[config.mk]
export PLATFORM = sky130hd
export DESIGN_NAME = alu_arbiter_flat
export DESIGN_NICKNAME = d
export VERILOG_FILES = /design/src/rtl/alu_arbiter_pkg.sv /design/src/rtl/alu_arbiter_if.sv /design/src/rtl/alu_arbiter_alu_core.sv /design/src/rtl/alu_arbiter.sv /design/src/flat_wrapper.sv
export SDC_FILE = /design/constraint.sdc
export NUM_CORES = 1
export LEC_CHECK = 0
export CORE_ASPECT_RATIO = 1.1
export CORE_MARGIN = 2
export CORE_UTILIZATION = 35
export DETAILED_ROUTE_END_ITERATION = 12
export PLACE_DENSITY = 0.64
export SLEW_MARGIN = 15
export SYNTH_ARGS = -nofsm -noshare
export SYNTH_HDL_FRONTEND = slang
export SYNTH_SLANG_ARGS = --single-unit
[constraint.sdc]
create_clock -name clk -period 9.5 [get_ports clk]
set_input_delay 2.375 -clock clk [delete_from_list [all_inputs] [get_ports clk]]
set_output_delay 2.375 -clock clk [all_outputs]
set_load 0.1 [all_outputs]
[src/rtl/alu_arbiter_pkg.sv]
// Shared types and constants for the two-requester ALU arbiter.
// Holds the FSM state encoding and the ALU control code map.
package alu_arbiter_pkg;

    typedef enum logic [1:0] {
        ST_IDLE = 2'd0,
        ST_EXEC = 2'd1,
        ST_RESP = 2'd2
    } state_t;

    localparam logic [3:0] CTRL_ADD  = 4'h0;
    localparam logic [3:0] CTRL_SUB  = 4'h1;
    localparam logic [3:0] CTRL_AND  = 4'h2;
    localparam logic [3:0] CTRL_OR   = 4'h3;
    localparam logic [3:0] CTRL_SLL  = 4'h4;
    localparam logic [3:0] CTRL_SRL  = 4'h5;
    localparam logic [3:0] CTRL_SRA  = 4'h6;
    localparam logic [3:0] CTRL_SLT  = 4'h7;
    localparam logic [3:0] CTRL_SLTU = 4'h8;
    localparam logic [3:0] CTRL_XOR  = 4'h9;
    localparam logic [3:0] CTRL_MAX  = 4'h9;

    function automatic logic ctrl_legal(input logic [3:0] ctrl);
        return ctrl <= CTRL_MAX;
    endfunction

endpackage

[src/rtl/alu_arbiter_if.sv]
// Requester/response bus of the ALU arbiter. Every channel is valid/ready:
// a transfer happens on a rising edge where both valid and ready are high.
interface alu_arbiter_if #(parameter int DATA_WIDTH = 32);
    import alu_arbiter_pkg::*;

    logic                  req0_valid;
    logic                  req0_ready;
    logic [DATA_WIDTH-1:0] req0_op1;
    logic [DATA_WIDTH-1:0] req0_op2;
    logic [3:0]            req0_ctrl;
    logic                  req1_valid;
    logic                  req1_ready;
    logic [DATA_WIDTH-1:0] req1_op1;
    logic [DATA_WIDTH-1:0] req1_op2;
    logic [3:0]            req1_ctrl;
    logic                  rsp_valid;
    logic                  rsp_ready;
    logic                  rsp_id;
    logic [DATA_WIDTH-1:0] rsp_result;
    logic                  rsp_eq;
    logic                  rsp_err;
    logic                  busy;
    state_t                dbg_state;

    modport master (
        output req0_valid, req0_op1, req0_op2, req0_ctrl,
        output req1_valid, req1_op1, req1_op2, req1_ctrl,
        output rsp_ready,
        input  req0_ready, req1_ready,
        input  rsp_valid, rsp_id, rsp_result, rsp_eq, rsp_err, busy, dbg_state
    );

    modport slave (
        input  req0_valid, req0_op1, req0_op2, req0_ctrl,
        input  req1_valid, req1_op1, req1_op2, req1_ctrl,
        input  rsp_ready,
        output req0_ready, req1_ready,
        output rsp_valid, rsp_id, rsp_result, rsp_eq, rsp_err, busy, dbg_state
    );

endinterface

[src/rtl/alu_arbiter_alu_core.sv]
// Combinational ALU shared by both requesters. Illegal control codes
// force a zero result and a cleared eq flag.
module alu_core
    import alu_arbiter_pkg::*;
#(
    parameter int DATA_WIDTH = 32
) (
    input  logic [DATA_WIDTH-1:0] op1,
    input  logic [DATA_WIDTH-1:0] op2,
    input  logic [3:0]            ctrl,
    output logic [DATA_WIDTH-1:0] result,
    output logic                  eq,
    output logic                  err
);

    localparam int SW = $clog2(DATA_WIDTH);

    logic [SW-1:0] shamt;

    assign shamt = op2[SW-1:0];

    always_comb begin
        result = '0;
        unique case (ctrl)
            CTRL_ADD:  result = op1 + op2;
            CTRL_SUB:  result = op1 - op2;
            CTRL_AND:  result = op1 & op2;
            CTRL_OR:   result = op1 | op2;
            CTRL_SLL:  result = op1 << shamt;
            CTRL_SRL:  result = op1 >> shamt;
            CTRL_SRA:  result = DATA_WIDTH'($signed(op1) >>> shamt);
            CTRL_SLT:  result = {{(DATA_WIDTH-1){1'b0}}, $signed(op1) < $signed(op2)};
            CTRL_SLTU: result = {{(DATA_WIDTH-1){1'b0}}, op1 < op2};
            CTRL_XOR:  result = op1 ^ op2;
            default:   result = '0;
        endcase
    end

    assign err = !ctrl_legal(ctrl);
    assign eq  = !err && (op1 == op2);

endmodule

[src/rtl/alu_arbiter.sv]
// Two-requester round-robin front end for a single shared ALU.
// One operation in flight: IDLE accepts, EXEC computes, RESP holds the result.
module alu_arbiter
    import alu_arbiter_pkg::*;
#(
    parameter int DATA_WIDTH = 32
) (
    input logic         clk,
    input logic         rst_n,
    alu_arbiter_if.slave bus
);

    state_t                state, state_nxt;
    logic                  prio;
    logic                  grant_id;
    logic                  any_valid;
    logic                  hs;
    logic                  lat_id;
    logic [DATA_WIDTH-1:0] lat_op1, lat_op2;
    logic [3:0]            lat_ctrl;
    logic [DATA_WIDTH-1:0] alu_result;
    logic                  alu_eq, alu_err;
    logic                  rsp_id_q, rsp_eq_q, rsp_err_q;
    logic [DATA_WIDTH-1:0] rsp_result_q;
    logic                  ready0, ready1, rsp_valid_c, busy_c;

    // Contention goes to prio; a lone requester is granted regardless of prio.
    assign any_valid = bus.req0_valid | bus.req1_valid;
    assign grant_id  = (bus.req0_valid & bus.req1_valid) ? prio : bus.req1_valid;
    assign hs        = (state == ST_IDLE) & any_valid;

    always_ff @(posedge clk or negedge rst_n) begin
        if (!rst_n) state <= ST_IDLE;
        else        state <= state_nxt;
    end

    always_comb begin
        state_nxt = state;
        unique case (state)
            ST_IDLE: if (any_valid) state_nxt = ST_EXEC;
            ST_EXEC: state_nxt = ST_RESP;
            ST_RESP: if (bus.rsp_ready) state_nxt = ST_IDLE;
            default: state_nxt = ST_IDLE;
        endcase
    end

    always_comb begin
        ready0      = 1'b0;
        ready1      = 1'b0;
        rsp_valid_c = 1'b0;
        busy_c      = (state != ST_IDLE);
        if (state == ST_IDLE) begin
            ready0 = bus.req0_valid & ~grant_id;
            ready1 = bus.req1_valid &  grant_id;
        end
        if (state == ST_RESP) rsp_valid_c = 1'b1;
    end

    always_ff @(posedge clk or negedge rst_n) begin
        if (!rst_n) begin
            prio         <= 1'b0;
            lat_id       <= 1'b0;
            lat_op1      <= '0;
            lat_op2      <= '0;
            lat_ctrl     <= '0;
            rsp_id_q     <= 1'b0;
            rsp_result_q <= '0;
            rsp_eq_q     <= 1'b0;
            rsp_err_q    <= 1'b0;
        end else begin
            if (hs) begin
                lat_id   <= grant_id;
                lat_op1  <= grant_id ? bus.req1_op1  : bus.req0_op1;
                lat_op2  <= grant_id ? bus.req1_op2  : bus.req0_op2;
                lat_ctrl <= grant_id ? bus.req1_ctrl : bus.req0_ctrl;
                prio     <= ~grant_id;
            end
            // Response registers only move at the end of EXEC, so they stay frozen in RESP.
            if (state == ST_EXEC) begin
                rsp_id_q     <= lat_id;
                rsp_result_q <= alu_result;
                rsp_eq_q     <= alu_eq;
                rsp_err_q    <= alu_err;
            end
        end
    end

    alu_core #(.DATA_WIDTH(DATA_WIDTH)) u_alu_core (
        .op1    (lat_op1),
        .op2    (lat_op2),
        .ctrl   (lat_ctrl),
        .result (alu_result),
        .eq     (alu_eq),
        .err    (alu_err)
    );

    assign bus.req0_ready = ready0;
    assign bus.req1_ready = ready1;
    assign bus.rsp_valid  = rsp_valid_c;
    assign bus.rsp_id     = rsp_id_q;
    assign bus.rsp_result = rsp_result_q;
    assign bus.rsp_eq     = rsp_eq_q;
    assign bus.rsp_err    = rsp_err_q;
    assign bus.busy       = busy_c;
    assign bus.dbg_state  = state;

endmodule

[src/flat_wrapper.sv]
// flat-port wrapper written by rule: the top's interface ports become plain ports
module alu_arbiter_flat import alu_arbiter_pkg::*;
#(
    parameter int DATA_WIDTH = 32
)
  (clk, rst_n, bus_req0_valid, bus_req0_op1, bus_req0_op2, bus_req0_ctrl, bus_req1_valid, bus_req1_op1, bus_req1_op2, bus_req1_ctrl, bus_rsp_ready, bus_req0_ready, bus_req1_ready, bus_rsp_valid, bus_rsp_id, bus_rsp_result, bus_rsp_eq, bus_rsp_err, bus_busy, bus_dbg_state);
  alu_arbiter_if #(.DATA_WIDTH(DATA_WIDTH)) bus_i ();
  input logic clk;
  input logic rst_n;
  input wire logic [$bits(bus_i.req0_valid)-1:0] bus_req0_valid;
  input wire logic [$bits(bus_i.req0_op1)-1:0] bus_req0_op1;
  input wire logic [$bits(bus_i.req0_op2)-1:0] bus_req0_op2;
  input wire logic [$bits(bus_i.req0_ctrl)-1:0] bus_req0_ctrl;
  input wire logic [$bits(bus_i.req1_valid)-1:0] bus_req1_valid;
  input wire logic [$bits(bus_i.req1_op1)-1:0] bus_req1_op1;
  input wire logic [$bits(bus_i.req1_op2)-1:0] bus_req1_op2;
  input wire logic [$bits(bus_i.req1_ctrl)-1:0] bus_req1_ctrl;
  input wire logic [$bits(bus_i.rsp_ready)-1:0] bus_rsp_ready;
  output wire logic [$bits(bus_i.req0_ready)-1:0] bus_req0_ready;
  output wire logic [$bits(bus_i.req1_ready)-1:0] bus_req1_ready;
  output wire logic [$bits(bus_i.rsp_valid)-1:0] bus_rsp_valid;
  output wire logic [$bits(bus_i.rsp_id)-1:0] bus_rsp_id;
  output wire logic [$bits(bus_i.rsp_result)-1:0] bus_rsp_result;
  output wire logic [$bits(bus_i.rsp_eq)-1:0] bus_rsp_eq;
  output wire logic [$bits(bus_i.rsp_err)-1:0] bus_rsp_err;
  output wire logic [$bits(bus_i.busy)-1:0] bus_busy;
  output wire logic [$bits(bus_i.dbg_state)-1:0] bus_dbg_state;
  assign bus_i.req0_valid = bus_req0_valid;
  assign bus_i.req0_op1 = bus_req0_op1;
  assign bus_i.req0_op2 = bus_req0_op2;
  assign bus_i.req0_ctrl = bus_req0_ctrl;
  assign bus_i.req1_valid = bus_req1_valid;
  assign bus_i.req1_op1 = bus_req1_op1;
  assign bus_i.req1_op2 = bus_req1_op2;
  assign bus_i.req1_ctrl = bus_req1_ctrl;
  assign bus_i.rsp_ready = bus_rsp_ready;
  assign bus_req0_ready = bus_i.req0_ready;
  assign bus_req1_ready = bus_i.req1_ready;
  assign bus_rsp_valid = bus_i.rsp_valid;
  assign bus_rsp_id = bus_i.rsp_id;
  assign bus_rsp_result = bus_i.rsp_result;
  assign bus_rsp_eq = bus_i.rsp_eq;
  assign bus_rsp_err = bus_i.rsp_err;
  assign bus_busy = bus_i.busy;
  assign bus_dbg_state = bus_i.dbg_state;
  alu_arbiter #(.DATA_WIDTH(DATA_WIDTH)) u_core (.clk(clk), .rst_n(rst_n), .bus(bus_i));
endmodule
==> metrics.md, run 1 <==
| Metric | Value |
|---|---|
| Status | `finished clean` |
| Count of cell types in the netlist | `a little over 90` |
| Post-layout util | `41.3%` |
| Most frequent cell after synthesis | `nand2_1` |
| WHS Path Cells | `1` |
| H-tree levels | `3` |
| Wire length per cell | `25.3 µm` |
| Cell accounting for the most synthesized area | `dfrtp_1` |
| Cell family with most CP delay | `buffers and inverters` |
| Max Clk Rate | `130 MHz` |
| Maxcap violations | `0` |
| Post-cts resize count | `0` |
| Die Wd | `about 190 µm` |
| Worst-path clk slew | `~0.070 ns` |
| Final Hold Vio Count | `0` |
| Initial antenna violation count | `1` |
| Worst R2R Setup Slack | `5.06 ns` |
| RSZ-0062 raised after global routing | `no` |
| Routed WL | `~60,000 µm` |
| Drt drc | `0` |
| Setup crit start kind | `input port` |
| Initial DRC count | `2,020` |
| Setup TNS | `0 ns` |
| Synth Net Count | `roughly 2,000` |
| Worst R2R Path Depth | `13` |
| M2 GR Usage | `a little under half` |
| Rel. slew slack | `between 20% and 30%` |
| Rows | `75` |
| Nets | `about 2,000` |
| Gr ovfl total | `0` |
| Mux share of post-synthesis cell area | `14.6%` |
| CTS Sinks | `107` |
| Cells after Synth | `1,716` |
| Crit path cell chain | `clkdlybuf4s50_1 -> inv_1 -> o21ai_4 -> and3_1 -> clkdlybuf4s50_1` |
| Hold_sp | `u_core.bus.rsp_result[3]` |
| Gr busiest metal | `met2` |
| Reg2reg start | `u_core.lat_op2[1]` |
| Hold path endpoint | `u_core.bus.rsp_result[3]` |
| Input/output buffers | `181` |
| Minimum clock period | `7.70 ns` |
| DIE AREA | `40,300 µm²` |
| CP endpoint kind | `output pin` |
| Hpwl dp | `45,100 µm` |
| Final clock skew | `about 0.014 ns` |
| EDFF count, synth | `0` |
| TritonCTS clock tree | `built` |
| Clk_lat worst skew | `0.40 ns` |
| Post-Synth Adder-Cell Area | `9.25%` |
| First-pass GRT wire length | `~87,000 µm` |
| Synth top area cells | `dfrtp_1, ha_1, mux2i_1` |
| Number of fill cells | `3,946` |
| Slew Viols, Final | `0` |
| Die height | `roughly 210 µm` |
| Yosys warning total | `0` |
| Grt met3 use | `4.28%` |
| Crit path max fanout | `30` |
| Top Ports | `182` |
| Critical R2R Capture | `u_core.bus.rsp_result[29]` |
| Area delta synth->final | `16.4%` |
| Most used cell, CP | `clkdlybuf4s50_1` |
| Core box area | `about 38,000 µm²` |
| Largest net degree at the start of global routing | `about 110` |
| Synth top area share | `19.8%` |
| Mapped Area | `roughly 14,000 µm²` |
| Post-CTS Setup Bufs | `0` |
| Avg Cell Area, Syn | `around 7.9 µm²` |
| Vias in the first global route | `13,866` |
| CP Buf/Inv Count | `3` |
| Num CTS Buffers | `9` |
| Ys async rst share | `100%` |
| Mean number of vias per cell | `6.28` |
| Via count | `14,484` |
| Starting density of the core | `between 30% and 40%` |
| Period Utilization, post-route | `81.1%` |
| Setup violation total in the final timing report | `0` |
| M1 GR Usage | `39.5%` |
| Share of post-route cells with drive strength above 1 | `7.25%` |
| Synth Area in Simple Gates | `16.3%` |
| GP Congestion | `~1` |
| Cts hold-fix bufs | `0` |
| CP arrival | `5.33 ns` |
| Pre-antenna DRT Iters | `10` |
| Max stage delay on crit path | `1.30 ns` |
| Worst-margin pin slew | `about 1.2 ns` |
| WS Path Type | `input port to output pin` |
| XOR/XNOR share of the synthesized area | `between 1 and 1.5%` |
| Final antenna-violating net count | `0` |
| CP max stage cell | `clkdlybuf4s50_1` |
| Worst EP required | `7.13 ns` |
| Largest family of logic cells by synthesized area | `compound AO/OA/AOI/OAI gates` |
| Synth top cells by count | `nand2_1, nor2_1, o21ai_0` |
| Hold WC Path Type | `flop to flop` |
| Synthesized flop and latch total | `107` |
| Clock root buffer master | `clkbuf_16` |
| Total GRT Usage | `28.8%` |
| CTS max path bufs | `2` |
| Compound-Gate Fraction of Synth Area | `29.4%` |
| Register area share after synthesis | `19.8%` |
| Main synth FF type | `dfrtp_1` |
## cells in the final DEF (no fill, tap or decap), types with 28 or more instances in the layout
master,synthesis,final
a211oi_1,33,33
a21oi_1,114,114
a222oi_1,30,30
buf_4,7,28
clkdlybuf4s50_1,0,180
dfrtp_1,107,103
ha_1,97,97
inv_1,127,127
mux2i_1,89,89
mux4_2,35,35
nand2_1,172,172
nor2_1,163,162
nor3_1,28,28
o21ai_0,152,151
## through the flow
step	instance area [µm²]	std cells	hold WS [ns]	setup WS, ns
after floorplan	13600	1716	0.446	3.24
after global routing	15800	2307	0.513	1.64
after detailed placement	15500	2291	0.465	1.81
after global placement	15500	2291	0.460	1.83
final	15800	2308	0.482	1.80
after CTS	15800	2307	0.481	1.82
## cells by family after synthesis
kind of cell               count (synthesis)
DFF                                      107
adders and majority gates                 99
AOI/OAI and AO/OA                        590
muxes                                    147
buffers and inverters                    263
and+or+nand+nor                          489
xor gates and xnor gates                  21
## layout make-up
cell class	count	area (µm²)	share of cell area, %
repair buffers	208	2010	12.7
flip-flops and latches	107	2690	17.0
clock inverters	6	71.3	0.452
diodes	1	2.50	0.0159
multi-input cells	1346	9670	61.3
clock buffers	10	229	1.45
inverters	130	488	3.09
well taps	500	626	3.96
## how the worst max path moves through the flow
stage / startpoint / endpoint / depth (start not counted)
after floorplan: bus_req0_valid / bus_req0_ready / 4
after global placement: bus_req0_valid / bus_req0_ready / 5
after detailed placement: bus_req0_valid / bus_req0_ready / 5
after CTS: bus_req0_valid / bus_req0_ready / 5
after global routing: bus_req0_valid / bus_req0_ready / 5
final: bus_req0_valid / bus_req0_ready / 5
## registers in the layout, indices dropped and copies added, names as in the netlist
register and count:
u_core.bus.rsp_id 1, u_core.bus.rsp_err 1, u_core.lat_op1 32, u_core.lat_id 1, u_core.lat_ctrl 4, u_core.prio 1, u_core.bus.rsp_result 32, u_core.lat_op2 32
u_core.bus.dbg_state 2, u_core.bus.rsp_eq 1
## per-layer routing
metal,up-vias,routed length [µm]
li1,6545,-
met1,7042,24800
met2,788,26400
met3,109,4990
met4,0,2230
met5,-,0
Power of run 1 is not shown: default switching activity piles up to over one toggle a cycle in this logic, so the estimate is an artifact.
==> run 2, diff against run 1 <==
- clock period: 9.5 -> 7.45 ns (I/O delays scaled with it)
==> run 2 against run 1 <==
  * Cell count fell by 0.13%
  * Die area stayed put
  * Global-route usage up 0.52 points
  * First-iteration DRC count is 24% lower
  * Clock-buffer cell count decreased by 1
  * Clock skew is 0.0061 ns higher
  * Register-to-register slack worse by 1.9 ns
  * Sequential share of layout area about the same
  * Cell area is essentially flat
  * Wire length up 1.9%
  * Utilization about the same
  * Largest cell class unchanged
==> metrics.md, run 2 (synthesis gave the netlist of run 1 again) <==
| Metric | Value |
|---|---|
| Post-cts resize count | `0 (unchanged)` |
| RSZ-0062 raised after global routing | `no` |
| Worst Setup EP | `bus_req0_ready` |
| Die Wd | `192 µm (unchanged)` |
| GP Congestion | `0.970 (-3.0%)` |
| Rows | `75 (unchanged)` |
| Wire length per cell | `25.8 µm (+2.0%)` |
| Worst-path clk slew | `0.07 ns (about the same)` |
| Max Clk Rate | `172 MHz` |
| Drt drc | `0 (unchanged)` |
| Setup crit start kind | `input port` |
| Critical path origin | `bus_req0_valid` |
| CTS Sinks | `107 (unchanged)` |
| Maxcap violations | `0 (unchanged)` |
| Final antenna-violating net count | `0 (unchanged)` |
| CTS max path bufs | `2 (unchanged)` |
| Hold WC Path Type | `flop to flop` |
| Fin Hold WS | `0.480 ns (-0.00234 ns)` |
| Period Utilization, post-route | `78.0%` |
| Commonest cells after routing, fill and taps aside | `clkdlybuf4s50_1, nand2_1, nor2_1` |
| Routed WL | `59,500 µm (+1.9%)` |
| Initial antenna violation count | `1 (unchanged)` |
| Clock root buffer master | `clkbuf_16` |
| Nets | `2,039 (-0.15%)` |
| Setup violation total in the final timing report | `0 (unchanged)` |
| Final clock skew | `0.0200 ns (+0.00610 ns)` |
| Crit path max fanout | `30 (unchanged)` |
| Area delta synth->final | `16.4% (about the same)` |
| Pre-antenna DRT Iters | `8 (-2)` |
| Design area | `15,800 µm² (about the same)` |
| Post-CTS Setup Bufs | `0 (unchanged)` |
| Minimum clock period | `slightly below 6 ns` |
| Worst EP required | `5.59 ns (-1.54 ns)` |
| Worst-margin pin slew | `1.17 ns (-0.0275 ns)` |
| Initial DRC count | `1,536 (-24%)` |
| Die height | `210 µm (unchanged)` |
| Largest net degree at the start of global routing | `82 (-27%)` |
| Commonest non-fill, non-tap cell in the layout | `clkdlybuf4s50_1` |
| Via count | `14,397 (-0.60%)` |
| Worst R2R Setup Slack | `3.11 ns (-1.95 ns)` |
| Final Hold Vio Count | `0 (unchanged)` |
| Num CTS Buffers | `9 (unchanged)` |
| TritonCTS clock tree | `built` |
| Status | `finished clean` |
| Hpwl dp | `46,200 µm (+2.5%)` |
| Setup TNS | `0 ns (unchanged)` |
| Reg2reg start | `u_core.lat_op2[1]` |
| Worst R2R Path Depth | `13 (unchanged)` |
| DP Area | `15,500 µm² (-0.18%)` |
| Cts hold-fix bufs | `0 (unchanged)` |
| First-pass GRT wire length | `88,000 µm (+1.2%)` |
| H-tree levels | `3 (unchanged)` |
| Clk_lat worst skew | `0.40 ns (about the same)` |
| Mean number of vias per cell | `6.25 (-0.47%)` |
| Total GRT Usage | `29.3% (+0.52 points)` |
| Vias in the first global route | `13,742 (-0.89%)` |
| Gr ovfl total | `0 (unchanged)` |
| Slew Viols, Final | `0 (unchanged)` |
| CP endpoint kind | `output pin` |
| WS Path Type | `input port to output pin` |
| Input/output buffers | `181 (unchanged)` |
| CP arrival | `3.95 ns (-1.38 ns)` |
| Share of post-route cells with drive strength above 1 | `7.26% (+0.012 points)` |
| DIE AREA | `40,300 µm² (unchanged)` |
| Critical R2R Capture | `u_core.bus.rsp_result[29]` |
| Starting density of the core | `35.5% (unchanged)` |
| Rel. slew slack | `21.9% (+1.8 points)` |
| Core box area | `38,200 µm² (unchanged)` |
| Top Ports | `182 (unchanged)` |
## run 2: cell count changes in the layout (fill, tap and decap cells not counted), sizes merged
cell,delta
clkdlybuf4s50,-2
inv,+2
clkinvlp,-1
clkbuf,-1
buf,-1
## run 2: how the worst min path moves through the flow
stage                                   from                  endpoint  slack, ns  cells past startpoint
global route        u_core.bus.rsp_result[3]  u_core.bus.rsp_result[3]       0.50                      1
finish              u_core.bus.rsp_result[3]  u_core.bus.rsp_result[3]       0.48                      1
CTS                 u_core.bus.rsp_result[3]  u_core.bus.rsp_result[3]       0.49                      1
global placement    u_core.bus.rsp_result[3]  u_core.bus.rsp_result[3]       0.46                      1
floorplan                      u_core.lat_id             u_core.lat_id       0.45                      1
detailed placement  u_core.bus.rsp_result[3]  u_core.bus.rsp_result[3]       0.47                      1
## run 2: area by class of cell
type	instances	area (µm²)
tap	500	626
timing repair buffer	205	1980
antenna	1	2.50
sequential	107	2690
fill	3969	22400
multi-input combinational	1346	9670
clock inverter	7	90.1
clock buffer	9	225
inverter	130	488
## run 2: worst max-delay path: stages
cell             delay (ns)
clkdlybuf4s50_1        0.54
inv_1                  0.09
o21ai_4                0.17
and3_1                 0.84
buf_4                  0.43
## run 2: metrics by stage
step / util (%) / instances / setup slack, ns
floorplan: - / 1716 / 2.21
global placement: 40.5 / 2288 / 1.71
detailed placement: 40.5 / 2288 / 1.66
CTS: 41.3 / 2304 / 1.66
global route: 41.3 / 2304 / 1.55
finish: 41.3 / 2305 / 1.64
## run 2: per-layer routing
layer / track usage (%) / part of all wire, % / vias up
met2: 46.1 / 45 / 660
met3: 4.36 / 7.0 / 102
li1: - / - / 6546
met1: 40.4 / 44 / 7087
met4: 11.0 / 3.9 / 2
met5: 0 / 0.022 / -
Power of run 2 is left out for the same reason.
